### config.mk
export PLATFORM = sky130hd
export DESIGN_NAME = booth_pp_accum_flat
export DESIGN_NICKNAME = d
export VERILOG_FILES = /design/src/rtl/booth_pp_accum_if.sv /design/src/rtl/booth_pp_accum.sv /design/src/flat_wrapper.sv
export SDC_FILE = /design/constraint.sdc
export NUM_CORES = 1
export LEC_CHECK = 0
export ABC_AREA = 1
export CAP_MARGIN = 15
export CORE_MARGIN = 1
export CORE_UTILIZATION = 37
export DETAILED_ROUTE_END_ITERATION = 10
export PLACE_DENSITY = 0.67
export SLEW_MARGIN = 15
export SYNTH_ARGS = -nofsm -noshare
export SYNTH_HDL_FRONTEND = slang
export SYNTH_SLANG_ARGS = --single-unit
export TNS_END_PERCENT = 5
### constraint.sdc
create_clock -name clk -period 2.6 [get_ports clk]
set_clock_uncertainty 0.1 [all_clocks]
set_input_delay 0.78 -clock clk [delete_from_list [all_inputs] [get_ports clk]]
set_output_delay 0.78 -clock clk [all_outputs]
set_load 0.05 [all_outputs]
### src/rtl/booth_pp_accum_if.sv
// rtl/booth_pp_accum_if.sv - partial-product input and product output handshake bundle
interface booth_pp_accum_if #(
    parameter int n = 8
);
    logic                       pp_valid;
    logic                       pp_ready;
    logic [n+1:0]               pp_in;
    logic                       prod_valid;
    logic                       prod_ready;
    logic [2*n-1:0]             prod;
    logic [$clog2(n/2):0]       pp_cnt;

    modport master (
        output pp_valid,
        output pp_in,
        output prod_ready,
        input  pp_ready,
        input  prod_valid,
        input  prod,
        input  pp_cnt
    );

    modport slave (
        input  pp_valid,
        input  pp_in,
        input  prod_ready,
        output pp_ready,
        output prod_valid,
        output prod,
        output pp_cnt
    );
endinterface

### src/rtl/booth_pp_accum.sv
// rtl/booth_pp_accum.sv - accumulates n/2 radix-4 Booth partial products into a 2n-bit product
module booth_pp_accum #(
    parameter int n = 8
) (
    input  logic                clk,
    input  logic                reset,
    input  logic                clear,
    booth_pp_accum_if.slave     bus
);
    localparam int CW = $clog2(n/2) + 1;
    localparam logic [CW-1:0] LAST_K = CW'(n/2 - 1);

    typedef enum logic {
        ACC  = 1'b0,
        HOLD = 1'b1
    } state_t;

    state_t          state_q, state_d;
    logic [2*n-1:0]  acc_q, acc_d;
    logic [CW-1:0]   cnt_q, cnt_d;
    logic [2*n-1:0]  pp_ext;
    logic            xfer;

    always_ff @(posedge clk) begin
        if (reset) begin
            state_q <= ACC;
            acc_q   <= '0;
            cnt_q   <= '0;
        end else begin
            state_q <= state_d;
            acc_q   <= acc_d;
            cnt_q   <= cnt_d;
        end
    end

    // clear outranks both a PP transfer and a product handoff
    always_comb begin
        state_d = state_q;
        acc_d   = acc_q;
        cnt_d   = cnt_q;
        pp_ext  = {{(n-2){bus.pp_in[n+1]}}, bus.pp_in};
        xfer    = bus.pp_valid && (state_q == ACC);
        if (clear) begin
            state_d = ACC;
            acc_d   = '0;
            cnt_d   = '0;
        end else if (state_q == ACC) begin
            if (xfer) begin
                acc_d = acc_q + (pp_ext << {cnt_q, 1'b0});
                cnt_d = cnt_q + 1'b1;
                if (cnt_q == LAST_K) begin
                    state_d = HOLD;
                end
            end
        end else if (bus.prod_ready) begin
            state_d = ACC;
            acc_d   = '0;
            cnt_d   = '0;
        end
    end

    assign bus.pp_ready   = (state_q == ACC);
    assign bus.prod_valid = (state_q == HOLD);
    assign bus.prod       = acc_q;
    assign bus.pp_cnt     = cnt_q;
endmodule

### src/flat_wrapper.sv
// flat-port wrapper written by rule: the top's interface ports become plain ports
module booth_pp_accum_flat 
#(
    parameter int n = 8
)
  (clk, reset, clear, bus_pp_valid, bus_pp_in, bus_prod_ready, bus_pp_ready, bus_prod_valid, bus_prod, bus_pp_cnt);
  booth_pp_accum_if #(.n(n)) bus_i ();
  input  logic clk;
  input  logic reset;
  input  logic clear;
  input wire logic [$bits(bus_i.pp_valid)-1:0] bus_pp_valid;
  input wire logic [$bits(bus_i.pp_in)-1:0] bus_pp_in;
  input wire logic [$bits(bus_i.prod_ready)-1:0] bus_prod_ready;
  output wire logic [$bits(bus_i.pp_ready)-1:0] bus_pp_ready;
  output wire logic [$bits(bus_i.prod_valid)-1:0] bus_prod_valid;
  output wire logic [$bits(bus_i.prod)-1:0] bus_prod;
  output wire logic [$bits(bus_i.pp_cnt)-1:0] bus_pp_cnt;
  assign bus_i.pp_valid = bus_pp_valid;
  assign bus_i.pp_in = bus_pp_in;
  assign bus_i.prod_ready = bus_prod_ready;
  assign bus_pp_ready = bus_i.pp_ready;
  assign bus_prod_valid = bus_i.prod_valid;
  assign bus_prod = bus_i.prod;
  assign bus_pp_cnt = bus_i.pp_cnt;
  booth_pp_accum #(.n(n)) u_core (.clk(clk), .reset(reset), .clear(clear), .bus(bus_i));
endmodule
==> out/metrics.yaml, run 1 <==
cells_and_area:
  antenna_cells: 0
  final_cell_area_mm2: 0.00313
  drive_gt1_share_pct: 41.4
  nNetsFinal: 437
  fillCellCount: 490
  mostFrequentLayoutCell: "nand2_1"
  area_delta_synth_final_pct: 50.6
  mostFrequentLayoutCells: "nand2_1 (78), buf_4 (36), inv_1 (27), nand2_2 (27), clkdlybuf4s50_1 (22)"
  instances_no_fill: 473
pwr:
  switchingPower_mw: 0.433
  intPower_mw: 0.677
  power_frac_comb_pct: 46.6
  total_power_mw: 1.11
  pwr-share-seq_pct: 30.0
  switching_share_pct: 39.0
  p_leak_nw: 1.43
  power_density_mw_per_mm2: 354
  pwr-share-clk_pct: 23.4
  ir_drop_mv: 0.194
clock_network:
  cts_hold_repair.buffers: 0
  clk_path_buf_depth: 2
  cts-htree-levels: 1
  numCtsBuffers: 3
  numClockSinks: 20
  clkLatencyLatePin_ns: 0.27
  cts_tree: "yes"
  root_buffer: "clkbuf_8"
  clk_pin_slew_ns: 0.09
setup_path:
  critical_path_required_ns: 2.67
  slowest_delay_ns: 0.33
  cp-end-kind: "flip-flop"
  crit_cells: 16
  cp_common_cell: "nand2_1"
  rr_worst_depth: 16
  slowest_stage: "ha_4"
  rr_startpoint: "u_core.bus.pp_cnt[0]"
  critPathLaunch: "bus_pp_in[3]"
  startpoint_type: "input pin"
  cp_max_fo: 4
  critical-path-top-delay-family: "simple AND/OR/NAND/NOR gates"
  crit_buf_inv: 4
  cp.arrival_ns: 2.63
  r2r_slack_ns: 0.20
  worstPathCellList: "dlygate4sd2_1 -> mux2i_2 -> buf_4 -> o221ai_2 -> ha_4 -> nand2_2 -> inv_2 -> nand2_1 -> nand2_1 -> nand2_1 -> nand2_2 -> inv_1 -> nand2_1 -> nand2_1 -> nand3_2 -> a21oi_2"
  critPathKind: "in -> reg"
yosys:
  synthCells: 336
  ys_top_cells_by_area: "dfxtp_1 (19%), nand2_1 (18%), ha_1 (10%)"
  netlist.top_cell.by_area: "dfxtp_1"
  synth_edf_count: 0
  synth.yosys.warnings: 0
  yosysSeqAreaShare_pct: 19.3
  syn-cell-area_mm2: 0.00208
  ys_async_sr_fraction_pct: 0
  synthFlopType: "dfxtp_1"
  ys_seq_elements: 20
  synth_top_area_share_pct: 19.3
  syn_nets: 369
  syn_avg_cell_area_um2: 6.19
  synth.distinct_cells: 40
job:
  drv_cap: 0
floorplan:
  dieArea_mm2: 0.00592
  start_util_pct: 39.4
  coreArea_mm2: 0.00527
  die_h_um: 76.9
  row_count: 26
  fp.dieW_um: 76.9
  ios: 36
timing:
  period_needed_ns: 2.56
  relSlewSlack_pct: 66.5
  hold_violations: 0
  final_max_slew_viol_count: 0
  finalCritPeriodShare_pct: 98.7
  setup_viol: 0
  tightest_slew_ns: 0.501
  hold_ws_ns: 0.391
  max_freq_mhz: 390
placement:
  gp_congestion: 0.963
  io_buffers: 35
  placedCellCount: 465
  place_hpwl_um: 4640
  place_area_mm2: 0.00272
global_routing:
  grt_pass1_vias: 2278
  grt_pass1_wl_um: 10300
  grt_remaining_overflow: 0
  antenna_found_initial: 0
  grt_max_degree: 22
  grtUsageTotal_pct: 21.6
drt:
  via_per_inst: 5.12
  totalWireLength_um: 6520
  drc: 0
  vias: 2421
  wl_per_cell_um: 13.8
  postRouteAntennaNets: 0
  dr.pass1.iters: 5
  drtIter0Drc: 212
outcome:
  status: "completed"
min_path:
  hold_class: "reg -> reg"
  min_from: "u_core.bus.prod[0]"
  hold_depth: 2
[flip-flops by register name (all words and copies together), names as in the netlist]
register	count
u_core.bus.prod_valid	1
u_core.bus.prod	16
u_core.bus.pp_cnt	3
[synth_stat cells, types with 2 or more instances]
cell      number
nand2_1       98
inv_1         33
a21oi_1       32
nor2_1        28
nand3_1       22
dfxtp_1       20
ha_1          17
o21ai_0       14
inv_2         12
nand2_2       11
nand3_2        7
a21oi_2        6
buf_6          3
and2_1         2
and3_1         2
buf_2          2
nand2_4        2
nand3b_1       2
o22ai_1        2
[worst register-to-register path, cell delays in order (launching register included)]
cell,delay [ns]
dfxtp_1,0.36
buf_12,0.18
mux2i_2,0.30
buf_4,0.16
o221ai_2,0.11
ha_4,0.33
nand2_2,0.09
inv_2,0.08
nand2_1,0.07
nand2_1,0.10
nand2_1,0.07
nand2_2,0.07
inv_1,0.04
nand2_1,0.05
nand2_1,0.05
nand3_2,0.07
a21oi_2,0.05
[path summary, 6_finish.rpt]
path	to
min reg2reg	u_core.bus.prod[0]
max reg2reg	u_core.bus.prod[15]
min	u_core.bus.prod[0]
max	u_core.bus.prod[15]
[routing by layer]
layer	up-vias	part of all wire [%]	global-route usage, %
met5	-	0	0
met3	15	5.2	1.90
met4	0	2.7	8.27
met2	64	47	36.5
met1	1109	45	28.1
li1	1233	-	-
[power groups by stage]
stage / sequential (mW) / combinational [mW] / clock, mW
floorplan: 0.378 / 0.223 / 0
global placement: 0.337 / 0.418 / 0
detailed placement: 0.338 / 0.423 / 0
CTS: 0.332 / 0.474 / 0.259
global route: 0.335 / 0.559 / 0.270
finish: 0.333 / 0.517 / 0.259
[cell type report]
cell class	count	area, um2	share of cell area [%]
multi-input combinational	262	1800	57.6
tap	70	87.6	2.80
clock buffer	4	55.1	1.76
inverter	47	179	5.72
timing repair buffer	70	603	19.3
sequential	20	402	12.8
[timing repair]
| action | CTS | global route |
|---|---|---|
| endpoints found under the setup margin | 13 | 10 |
| resized for setup | 73 | 43 |
| pin swaps | 41 | 30 |
| buffers inserted | 4 | 1 |
[kinds of logic after synthesis]
group	after synthesis	share of synthesized area, %
buffers and inverters	54	11.1
multiplexers	1	0.482
AND/OR/NAND/NOR	183	41.6
AO/OA/AOI/OAI	60	16.4
flip-flops	20	19.3
adder cells (fa/ha/maj)	18	11.2
[through the flow]
stage	setup WS (ns)	TNS (ns)	util, %
floorplan	0.00504	0	-
global placement	-0.819	-8.26	51.5
detailed placement	-0.753	-7.85	51.5
CTS	0.0513	0	56.7
global route	-0.0811	-0.202	59.4
finish	0.0350	0	59.4
Note: power is estimated with default switching activity, not from simulation.
==> inputs of run 2 (changes only) <==
--- a/config.mk
+++ b/config.mk
@@ -7,6 +7,7 @@
 export LEC_CHECK = 0
 export ABC_AREA = 1
 export CAP_MARGIN = 15
+export CORE_ASPECT_RATIO = 2
 export CORE_MARGIN = 1
 export CORE_UTILIZATION = 37
 export DETAILED_ROUTE_END_ITERATION = 10
@@ -15,4 +16,4 @@
 export SYNTH_ARGS = -nofsm -noshare
 export SYNTH_HDL_FRONTEND = slang
 export SYNTH_SLANG_ARGS = --single-unit
-export TNS_END_PERCENT = 5
+export TNS_END_PERCENT = 30
==> run 2 against run 1 <==
Worst hold slack got worse by 0.030 ns. Sequential power is essentially flat. Utilization increased by 2.3 points. Global-route usage is 3.4 points higher. First-iteration DRC count shrank 64%. Sequential share of layout area decreased by 0.78 points. Critical path type unchanged. Critical endpoint is now u_core.bus.prod[13].
==> out/metrics.yaml, run 2 (synthesis results as in run 1) <==
drt:
  dr.pass1.iters: 4  # -1
  vias: 2604  # +7.6%
  drtIter0Drc: 77  # -64%
  wl_per_cell_um: 15.4  # +11%
  totalWireLength_um: 7420  # +14%
  postRouteAntennaNets: 0  # unchanged
  drc: 0  # unchanged
  via_per_inst: 5.39  # +5.3%
global_routing:
  grt_pass1_vias: 2563  # +13%
  grt_pass1_wl_um: 10900  # +5.1%
  grtUsageTotal_pct: 25.0  # +3.4 points
  grt_remaining_overflow: 0  # unchanged
  grt_max_degree: 20  # -9.1%
  antenna_found_initial: 0  # unchanged
floorplan:
  row_count: 38  # +46%
  die_h_um: 108  # +40%
  dieArea_mm2: 0.00594  # +0.31%
  start_util_pct: 38.3  # -1.1 points
  coreArea_mm2: 0.00542  # +2.8%
  fp.dieW_um: 55.0  # -29%
  ios: 36  # unchanged
timing:
  max_freq_mhz: 395  # +1.4%
  tightest_slew_ns: 0.502  # +0.00133 ns
  final_max_slew_viol_count: 0  # unchanged
  setup_tns_ns: 0  # unchanged
  setup_slack_ns: 0.0703  # +0.0352 ns
  setup_viol: 0  # unchanged
  finalCritPeriodShare_pct: 97.3  # -1.4 points
  period_needed_ns: 2.53  # -0.0352 ns
  rsz0062_at_grt: "true"
  hold_ws_ns: 0.361  # -0.0301 ns
  hold_violations: 0  # unchanged
  relSlewSlack_pct: 66.4  # -0.089 points
setup_path:
  cp-end-kind: "flip-flop"
  cp.arrival_ns: 2.61  # -0.02 ns
  r2r_end: "u_core.bus.prod[13]"
  rr_worst_depth: 14  # -2
  startpoint_type: "input pin"
  worstPathCellList: "dlygate4sd2_1 -> inv_2 -> nand2_2 -> nand2_2 -> inv_2 -> nor2_2 -> a21oi_2 -> ha_4 -> nand2_1 -> nand2_1 -> o21bai_1 -> a21oi_2 -> buf_4 -> nand3_2 -> nand3_2 -> a21oi_2"
  cp_common_cell: "a21oi_2"
  cp_max_fo: 4  # unchanged
  critical_path_required_ns: 2.68  # about the same
  slowest_stage: "dlygate4sd2_1"
  slowest_delay_ns: 0.24  # -0.09 ns
  rr_startpoint: "u_core.bus.pp_cnt[2]"
  r2r_slack_ns: 0.08  # -0.12 ns
  critPathKind: "in -> reg"
pwr:
  power_frac_comb_pct: 46.3  # -0.3 points
  ir_drop_mv: 0.400  # +110%
  pwr-share-seq_pct: 26.7  # -3.3 points
  intPower_mw: 0.790  # +17%
  power_density_mw_per_mm2: 374  # +5.6%
  pwr-share-clk_pct: 27.0  # +3.6 points
  total_power_mw: 1.25  # +13%
  p_leak_nw: 1.55  # +8.5%
  switchingPower_mw: 0.462  # +6.7%
  switching_share_pct: 36.9  # -2.1 points
placement:
  gp_congestion: 0.875  # -9.2%
  place_hpwl_um: 5090  # +9.8%
  placedCellCount: 465  # unchanged
  io_buffers: 35  # unchanged
  pre_cts_slack_ns: -0.656  # +0.0971 ns
  place_area_mm2: 0.00278  # +2.3%
cells_and_area:
  final_util_pct: 61.7  # +2.3 points
  mostFrequentLayoutCell: "nand2_1"
  instances_no_fill: 483  # +2.1%
  fillCellCount: 480  # -2.0%
  mostFrequentLayoutCells: "nand2_1 (76), buf_4 (54), nand2_2 (28)"
  multi_input_area_mm2: 0.00184  # +1.9%
  antenna_cells: 0  # unchanged
  drive_gt1_share_pct: 43.7  # +2.3 points
  largest_reg_flops: 16  # unchanged
  seq_area_um2: 403  # +0.31%
  area_delta_synth_final_pct: 60.9
  nNetsFinal: 457  # +4.6%
  final_cell_area_mm2: 0.00334  # +6.8%
job:
  drv_cap: 0  # unchanged
outcome:
  status: "completed"
clock_network:
  clk_pin_slew_ns: 0.09  # about the same
  clk_path_buf_depth: 2  # unchanged
  cts_tree: "yes"
  root_buffer: "clkbuf_8"
  clkLatencyLatePin_ns: 0.28  # about the same
  cts-htree-levels: 1  # unchanged
  numCtsBuffers: 3  # unchanged
  cts_hold_repair.buffers: 0  # unchanged
  numClockSinks: 20  # unchanged
min_path:
  hold_path_end: "u_core.bus.pp_cnt[0]"
  min_from: "u_core.bus.pp_cnt[0]"
  hold_depth: 1  # -1
  hold_class: "reg -> reg"
-- run 2: power by group through the flow --
| stage | Clock (mW) | Sequential, mW | Combinational, mW |
|---|---|---|---|
| after global routing | 0.353 | 0.337 | 0.622 |
| after detailed placement | 0 | 0.338 | 0.443 |
| after global placement | 0 | 0.338 | 0.438 |
| after floorplan | 0 | 0.378 | 0.223 |
| final | 0.338 | 0.335 | 0.579 |
| after CTS | 0.341 | 0.332 | 0.495 |
-- run 2: worst max-delay path by stage --
stage	from	to	slack, ns	depth (start not counted)
6_report	bus_pp_in[9]	u_core.bus.prod[13]	0.07	16
5_1_grt	u_core.bus.pp_cnt[2]	u_core.bus.prod[13]	-0.08	14
4_1_cts	bus_pp_in[0]	u_core.bus.prod[10]	0.001	17
3_5_place_dp	bus_pp_in[0]	u_core.bus.prod[10]	-0.66	17
3_3_place_gp	bus_pp_in[0]	u_core.bus.prod[10]	-0.64	18
2_1_floorplan	u_core.bus.pp_cnt[0]	u_core.bus.prod[14]	0.005	16
-- run 2: area by class of cell --
| type | count | share of cell area (%) |
|---|---|---|
| multi-input cells | 262 | 55.0 |
| clock inverters | 1 | 0.898 |
| repair buffers | 90 | 23.3 |
| inverters | 47 | 5.35 |
| clock buffers | 3 | 1.23 |
| flip-flops and latches | 20 | 12.0 |
| well taps | 60 | 2.24 |
-- run 2: per-layer routing --
layer,vias to the layer above,GRT usage [%],share of wire [%]
met4,0,16.4,7.0
met5,-,0,0
met3,37,2.95,3.2
met2,83,47.6,55
met1,1220,22.0,35
li1,1264,-,-
-- run 2: worst max-delay path, delay by kind of cell --
kind,cells,cell delay [ns]
fa+ha+maj,1,0.24
simple gates,7,0.52
compound gates,4,0.53
buf+inv,4,0.53
-- run 2: what timing repair did --
item	in CTS	in global routing
resized for setup	60	56
pin swaps	34	44
endpoints found under the setup margin	13	13
cloned	0	0
buffers inserted	8	7
